## src/rtl/nibble_serial_adder.sv

```systemverilog
// rtl/nibble_serial_adder.sv - nibble-serial WIDTH-bit adder built around one 4-bit CLA
//
// cla4: 4-bit carry look-ahead adder slice
//   a, b  : 4-bit addends
//   ci    : carry in
//   s     : 4-bit sum
//   co    : carry out
//
// nibble_serial_adder: WIDTH-bit adder computing one nibble per clock
//   clk       : rising-edge clock
//   rst       : synchronous active-high reset
//   in_valid  : a/b/cin valid (accepted only while in_ready)
//   in_ready  : high in IDLE
//   a, b, cin : operands and carry into bit 0
//   out_valid : sum/cout/overflow valid (DONE)
//   out_ready : consumer accepts result
//   sum       : a + b + cin, low WIDTH bits
//   cout      : carry out of bit WIDTH-1
//   overflow  : two's-complement overflow
//   busy      : high in RUN or DONE

module cla4 (
   input  logic [3:0] a,
   input  logic [3:0] b,
   input  logic       ci,
   output logic [3:0] s,
   output logic       co
);

   logic [3:0] g;
   logic [3:0] p;
   logic [4:0] c;

   assign g = a & b;
   assign p = a ^ b;

   // Every carry is formed directly from generate/propagate terms and ci,
   // so no carry waits on a lower one.
   assign c[0] = ci;
   assign c[1] = g[0]
               | (p[0] & ci);
   assign c[2] = g[1]
               | (p[1] & g[0])
               | (p[1] & p[0] & ci);
   assign c[3] = g[2]
               | (p[2] & g[1])
               | (p[2] & p[1] & g[0])
               | (p[2] & p[1] & p[0] & ci);
   assign c[4] = g[3]
               | (p[3] & g[2])
               | (p[3] & p[2] & g[1])
               | (p[3] & p[2] & p[1] & g[0])
               | (p[3] & p[2] & p[1] & p[0] & ci);

   assign s  = p ^ c[3:0];
   assign co = c[4];

endmodule

module nibble_serial_adder #(
   parameter int WIDTH = 16
) (
   input  logic             clk,
   input  logic             rst,
   input  logic             in_valid,
   output logic             in_ready,
   input  logic [WIDTH-1:0] a,
   input  logic [WIDTH-1:0] b,
   input  logic             cin,
   output logic             out_valid,
   input  logic             out_ready,
   output logic [WIDTH-1:0] sum,
   output logic             cout,
   output logic             overflow,
   output logic             busy
);

   localparam int N  = WIDTH / 4;
   localparam int IW = (N > 1) ? $clog2(N) : 1;

   typedef enum logic [1:0] {
      IDLE = 2'd0,
      RUN  = 2'd1,
      DONE = 2'd2
   } state_t;

   state_t          state;
   state_t          state_nxt;

   logic [WIDTH-1:0] a_q;
   logic [WIDTH-1:0] b_q;
   logic             carry_q;
   logic [IW-1:0]    idx;

   logic [IW+1:0]    base;
   logic [3:0]       slice_a;
   logic [3:0]       slice_b;
   logic [3:0]       slice_s;
   logic             slice_co;
   logic             last;
   logic             accept;
   logic             step;

   // Bit offset of the current nibble.
   assign base    = {idx, 2'b00};
   assign slice_a = a_q[base +: 4];
   assign slice_b = b_q[base +: 4];
   assign last    = (idx == IW'(N - 1));

   cla4 u_cla (
      .a  (slice_a),
      .b  (slice_b),
      .ci (carry_q),
      .s  (slice_s),
      .co (slice_co)
   );

   always_ff @(posedge clk) begin
      if (rst) begin
         state <= IDLE;
      end else begin
         state <= state_nxt;
      end
   end

   always_comb begin
      state_nxt = state;
      in_ready  = 1'b0;
      out_valid = 1'b0;
      busy      = 1'b0;
      accept    = 1'b0;
      step      = 1'b0;
      case (state)
         IDLE: begin
            in_ready = 1'b1;
            if (in_valid) begin
               accept    = 1'b1;
               state_nxt = RUN;
            end
         end
         RUN: begin
            busy = 1'b1;
            step = 1'b1;
            if (last) begin
               state_nxt = DONE;
            end
         end
         DONE: begin
            busy      = 1'b1;
            out_valid = 1'b1;
            // Only IDLE accepts operands, so a new operation can never
            // start on the edge that retires this result.
            if (out_ready) begin
               state_nxt = IDLE;
            end
         end
         default: begin
            state_nxt = IDLE;
         end
      endcase
   end

   always_ff @(posedge clk) begin
      if (rst) begin
         a_q      <= '0;
         b_q      <= '0;
         carry_q  <= 1'b0;
         idx      <= '0;
         sum      <= '0;
         cout     <= 1'b0;
         overflow <= 1'b0;
      end else if (accept) begin
         a_q     <= a;
         b_q     <= b;
         carry_q <= cin;
         idx     <= '0;
         sum     <= '0;
      end else if (step) begin
         sum[base +: 4] <= slice_s;
         carry_q        <= slice_co;
         if (last) begin
            idx      <= '0;
            cout     <= slice_co;
            // The MSB's carry-in is recovered from its sum bit and addend
            // bits; signed overflow is that carry-in XOR the carry-out.
            overflow <= slice_co ^ (a_q[WIDTH-1] ^ b_q[WIDTH-1] ^ slice_s[3]);
         end else begin
            idx <= idx + IW'(1);
         end
      end
   end

endmodule

```

## config.mk

```make
export PLATFORM = sky130hd
export DESIGN_NAME = nibble_serial_adder
export DESIGN_NICKNAME = d
export VERILOG_FILES = /design/src/rtl/nibble_serial_adder.sv
export SDC_FILE = /design/constraint.sdc
export NUM_CORES = 1
export LEC_CHECK = 0
export CORE_ASPECT_RATIO = 0.7
export CORE_UTILIZATION = 40
export CTS_CLUSTER_DIAMETER = 100
export DETAILED_ROUTE_END_ITERATION = 8
export GPL_ROUTABILITY_DRIVEN = 1
export PLACE_DENSITY_LB_ADDON = 0.25
export SYNTH_ARGS = -nofsm -noshare
export SYNTH_HDL_FRONTEND = slang
export SYNTH_HIERARCHICAL = 1
export SYNTH_SLANG_ARGS = --single-unit
```

## constraint.sdc

```tcl
create_clock -name clk -period 6.43 [get_ports clk]
set_clock_uncertainty 0.05 [all_clocks]
set_input_delay 0.643 -clock clk [delete_from_list [all_inputs] [get_ports clk]]
set_output_delay 0.643 -clock clk [all_outputs]
set_load 0.01 [all_outputs]
```

; ---- Word-level counts from Yosys, hierarchy flattened
; Index checks and enable logic that the tools add are counted.
[op_classes]
reduce_logical = 6
mux = 14
n_eq_ne = 6
shift = 4
n_addsub = 2
bitwise = 33
[op_table]
columns = cell, n
row1 = indexed part select 16 x 5 -> 4 bit, 2
row2 = bitwise AND 1 bit, 16
row3 = bitwise mux 16 bit, 1
row4 = variable shift 4 x 6 -> 16 bit (first input constant), 1
row5 = indexed part select 4 x 6 -> 16 bit, 1
row6 = OR 1 bit, 10
row7 = 2-to-1 mux 1 bit, 8
row8 = 2-to-1 mux 2 bit, 4
row9 = XOR 4 bit, 2
row10 = != test 2 bit (second input constant), 3
row11 = negator 4 -> 6 bit, 1
row12 = one-hot mux 2 bit (3 select lines), 1
row13 = AND reduction 3 bit, 2
row14 = bitwise AND 4 bit, 1
row15 = == test 2 bit (second input constant), 2
row16 = OR reduction 2 bit, 2
row17 = XOR 1 bit, 3
row18 = adder 2 x 1 -> 2 bit (second input constant), 1
row19 = == test 2 x 1 -> 1 bit (second input constant), 1
row20 = logical NOT 2 bit, 1
row21 = nonzero test 2 bit, 1
row22 = NOT 1 bit, 1
[word_totals]
wordCells = 73
regBits = 55
out_inout_bits = 21
in_bits = 37

; ---- Longest topological paths before layout
[logic_depth]
ltp_word = 9
mapped_depth = 9

; ---- Hierarchy
; The synthesis kept the hierarchy.
[modules_own_cells]
columns = module, area_per_inst_um2, n_inst, cells_each
row1 = nibble_serial_adder, 2464.9, 1, 265
row2 = cla4, 147.6, 1, 17

; ---- Least setup slack after synthesis
; OpenSTA, ideal clock, no wires.
[synth_path]
path_kind = reg-to-reg
startpoint = reg idx[0]
endpoint = reg overflow
required_ns = 6.294
n_path_buf = 1
path_slack_ns = 3.821
stages_incl_launch_ff = 10
period_less_slack_ns = 2.609
t_arrival_ns = 2.474
path_cell_list = dfxtp_1 buf_6 mux4_1 ha_1 a21o_1 a31o_1 xor2_1 xnor2_1 xnor2_1 a211oi_1
[synth_via]
word_cells_on_any_way = 28
[synth_lines]
columns = item, line_no
row1 = "start, declared", 93  ; logic [IW-1:0] idx;
row2 = "start signal, assigned", 188  ; idx <= idx + IW'(1);
row3 = indexed part select 16 x 5 -> 4 bit (*), 106  ; assign slice_a = a_q[base +: 4];
row4 = via slice_a[0], 96  ; logic [3:0] slice_a;
row5 = bitwise AND 4 bit or XOR 4 bit (tied branches), "34, 35"
row6 = bitwise AND 1 bit (on tied branches), "47, 48"
row7 = OR 1 bit or bitwise AND 1 bit (tied branches), "47, 48"
row8 = OR 1 bit (*), 48  ; | (p[2] & p[1] & p[0] & ci);
row9 = XOR 4 bit (*), 55  ; assign s = p ^ c[3:0];
row10 = via slice_s[3], 98  ; logic [3:0] slice_s;
row11 = XOR 1 bit (*) (2 in a row), 186  ; overflow <= slice_co ^ (a_q[WIDTH-1] ^ b_q[WIDTH-1] ^ slice_s[3]);
row12 = "end signal, assigned", 186
row13 = "end, declared", 74  ; output logic overflow,
; Mark *: on every way through the listed nets, which the timed path passes. The rest lies on a longest branch.
; A chain may end at the register's enable or synchronous reset.

; ---- Worst setup path in the final report
[layout_path]
startpoint = reg idx[0]
endpoint = reg overflow
[layout_via]
elab_chain_cells = 9
word_cells_on_any_way = 28
[layout_rtl]
columns = item, line_no
row1 = indexed part select 16 x 5 -> 4 bit (*), 106
row2 = via slice_a[2], 96
row3 = XOR 4 bit, 35  ; assign p = a ^ b;
row4 = bitwise AND 1 bit (on tied branches), "46, 47, 48"
row5 = OR 1 bit (tied with other cells), 46  ; | (p[2] & g[1])
row6 = OR 1 bit or bitwise AND 1 bit (tied branches), "47, 48"
row7 = OR 1 bit (*), 48
row8 = XOR 4 bit (*), 55
row9 = via slice_s[3], 98
row10 = XOR 1 bit (*) (2 in a row), 186
; Marks and branches as above.

==> results.py <==
metrics = {
    "run_status": {
        "status": "completed",
    },
    "yosys": {
        "yosysSeqAreaShare_pct": 42.15,
        "yosysTopAreaCell": "dfxtp_1",
        "synthArstFlopShare_pct": 0,
        "yosys-top-cells-count": "nand2_1 (68), dfxtp_1 (55), a21oi_1 (36)",
        "synth-edff-count": 0,
        "synth_area_sq_um": 2613,
        "yosysUniqueCellTypes": 34,
        "synth_top_area_share_pct": 42.15,
        "yosysWarnings": 6,
        "synth.most_common_cell": "nand2_1",
        "synth_area_leaders": "dfxtp_1 (42%), nand2_1 (9.8%), a21oi_1 (6.9%)",
        "synth_seq_cells": 55,
        "avgSynthCellArea_sq_um": 9.264,
        "synth_cells": 282,
        "synth_nets": 334,
        "synthFlopType": "dfxtp_1",
    },
    "placed_design": {
        "postPlaceCellArea_sq_um": 3162,
        "globalplace.congestion": 0.7952,
        "hpwlAfterDp_mm": 4.352,
        "io_buffers": 57,
    },
    "clocking": {
        "cts_max_level": 2,
        "cts_resized": 0,
        "clock_path_buffers": 2,
        "clockRootBuffer": "clkbuf_8",
        "cts_hold_buffers": 0,
        "clk_latency_ns": 0.32,
        "cts_tree": "built",
        "cts_made_buffers": 5,
        "cts_sinks": 55,
        "post_cts_buffers": 0,
        "cts.reportedPaths.clkPinSlew_ns": 0.10,
    },
    "min_path": {
        "whs_endpoint": "b_q[0]",
        "holdPathStages": 2,
        "hp-start": "b_q[0]",
        "hold_class": "register to register",
    },
    "global_routing": {
        "grt_use_total_pct": 18.97,
        "antenna_found_initial": 0,
        "grt_pass1_wl_mm": 10.13,
        "grt_pass1_vias": 2014,
        "grt_max_degree": 39,
        "grt_overflow": 0,
    },
    "worst_setup_path": {
        "r2r_slack_ns": 3.14,
        "r2r_cells": 8,
        "crit_top_cell": "xnor2_1",
        "cp_cell_sequence": "mux4_1, ha_1, a21o_1, a31o_1, xor2_1, xnor2_1, xnor2_1, a211oi_1",
        "critPathKind": "register to register",
        "required_ns": 6.62,
        "crit_fanout": 21,
        "r2r_start": "idx[0]",
        "slowest_delay_ns": 0.89,
        "crit_slowest_cell": "dfxtp_1",
        "critPathLaunchType": "register",
        "endpoint_kind": "register",
        "regToRegEndpoint": "overflow",
        "crit_arrival_ns": 3.48,
    },
    "sta": {
        "timing.final.crit_period_ns": 3.292,
        "timing.setup.tns_ns": 0,
        "hold_violations": 0,
        "rsz0062_at_grt": "false",
        "relSlewSlack_pct": 25.19,
        "setup_viol_count_final": 0,
        "period_share_pct": 51.20,
        "worst_pin_slew_ns": 1.122,
        "maxSlewViolCount": 0,
        "worst_hold_slack_ns": 0.4078,
        "fmax_ghz": 0.3038,
    },
    "finish": {
        "layout-drive-gt1-share_pct": 4.532,
        "final_core_util_pct": 51.97,
        "multiInputGateArea_sq_um": 1355,
        "nNetsFinal": 382,
        "postLayoutCellArea_sq_um": 3262,
        "register_area_sq_um": 1101,
        "antennaDiodeCount": 0,
        "n_fill_cell": 593,
        "area_growth_pct": 24.86,
    },
    "die": {
        "die_area_sq_um": 6864,
        "io_pins": 58,
        "initial_core_util_pct": 41.63,
        "core_sq_um": 6276,
        "die_w_um": 98.60,
        "fp-row-count": 24,
        "die_h_um": 69.62,
    },
    "route": {
        "remaining_drc_errors": 0,
        "antenna_left": 0,
        "num_vias": 2108,
        "drt_iter0_drc": 151,
        "drt-total-wl_mm": 6.017,
        "routed_via_density": 5.154,
        "drt-wirelength-per-cell_um": 14.71,
        "dr.pass1.iters": 4,
    },
    "pwr": {
        "total_power_mw": 1.030,
        "power_density_nw_per_um2": 315.7,
        "p_leak_nw": 1.233,
        "ir_worst_vdd_uv": 147.0,
    },
    "job": {
        "maxCapViolCount": 0,
    },
}
-- cells in the final DEF (no fill, tap or decap), drive strengths merged --
cell type	synthesis	routed
nand4	3	3
dfxtp	55	55
buf	16	1
a31oi	1	1
xnor2	5	5
a211oi	2	2
mux2i	3	3
xor2	1	1
nor3b	1	1
mux4	8	8
o31ai	2	2
and2	1	1
fa	1	1
nand2b	4	4
o21ai	1	1
a21o	3	3
inv	8	8
a21oi	36	36
ha	14	14
nor2b	3	3
a22oi	4	4
nor2	21	21
a31o	1	1
and4bb	2	2
clkbuf	1	8
nand2	69	69
and4b	1	1
a32oi	12	12
and3b	3	3
clkdlybuf4s50	0	57
-- critical path, delay by kind of cell, from the launching register on --
family / cells / cell delay, ns
flip-flops: 1 / 0.89
multiplexers: 1 / 0.67
AO/OA/AOI/OAI: 3 / 0.62
adder cells (fa/ha/maj): 1 / 0.36
XOR/XNOR: 3 / 0.63
-- area by class of cell --
cell class | count | area share, %
Multi-Input combinational cell | 202 | 41.54
Timing Repair Buffer | 58 | 17.72
Clock buffer | 8 | 3.069
Inverter | 8 | 0.9206
Tap cell | 78 | 2.992
Sequential cell | 55 | 33.76
-- cells by family (layout without fill, tap and decap cells) --
family,after synthesis,count (layout),synth area share [%]
simple gates,108,108,18.63
xor+xnor,6,6,2.011
buf+inv,25,74,5.986
fa+ha+maj,15,15,7.471
compound gates,62,62,14.85
flops,55,55,42.15
mux,11,11,8.908
-- metal layers --
layer,up-vias,GRT usage [%],part of all wire (%)
li1,1075,-,-
met1,976,27.93,53
met2,49,26.92,42
met3,8,5.343,4.0
met4,0,5.307,1.0
met5,-,0,0
-- worst max-delay path by stage --
stage                    end  slack, ns  startpoint  cells past startpoint
detailed placement  overflow       3.15      idx[0]                      8
global route        overflow       2.87      idx[0]                      8
global placement    overflow       3.23      idx[0]                      8
floorplan           overflow       3.82      idx[0]                      9
finish              overflow       3.14      idx[0]                      8
CTS                 overflow       3.12      idx[0]                      8
-- power breakdown --
group          switching (mW)  total (mW)  internal [mW]
Combinational           0.222       0.388          0.166
Sequential             0.0428       0.431          0.388
Clock                   0.112       0.211         0.0986
-- state kept, by name (all words and copies together), names as in the netlist --
name	flops
overflow	1
sum	16
cout	1
carry_q	1
state	2
idx	2
a_q	16
b_q	16
-- stage by stage --
stage	cells	worst slack (ns)
3_5_place_dp	401	3.153
3_3_place_gp	401	3.227
4_1_cts	409	3.118
5_1_grt	409	2.873
2_1_floorplan	282	3.821
6_report	409	3.138
Power figures use the tool's default switching activity.
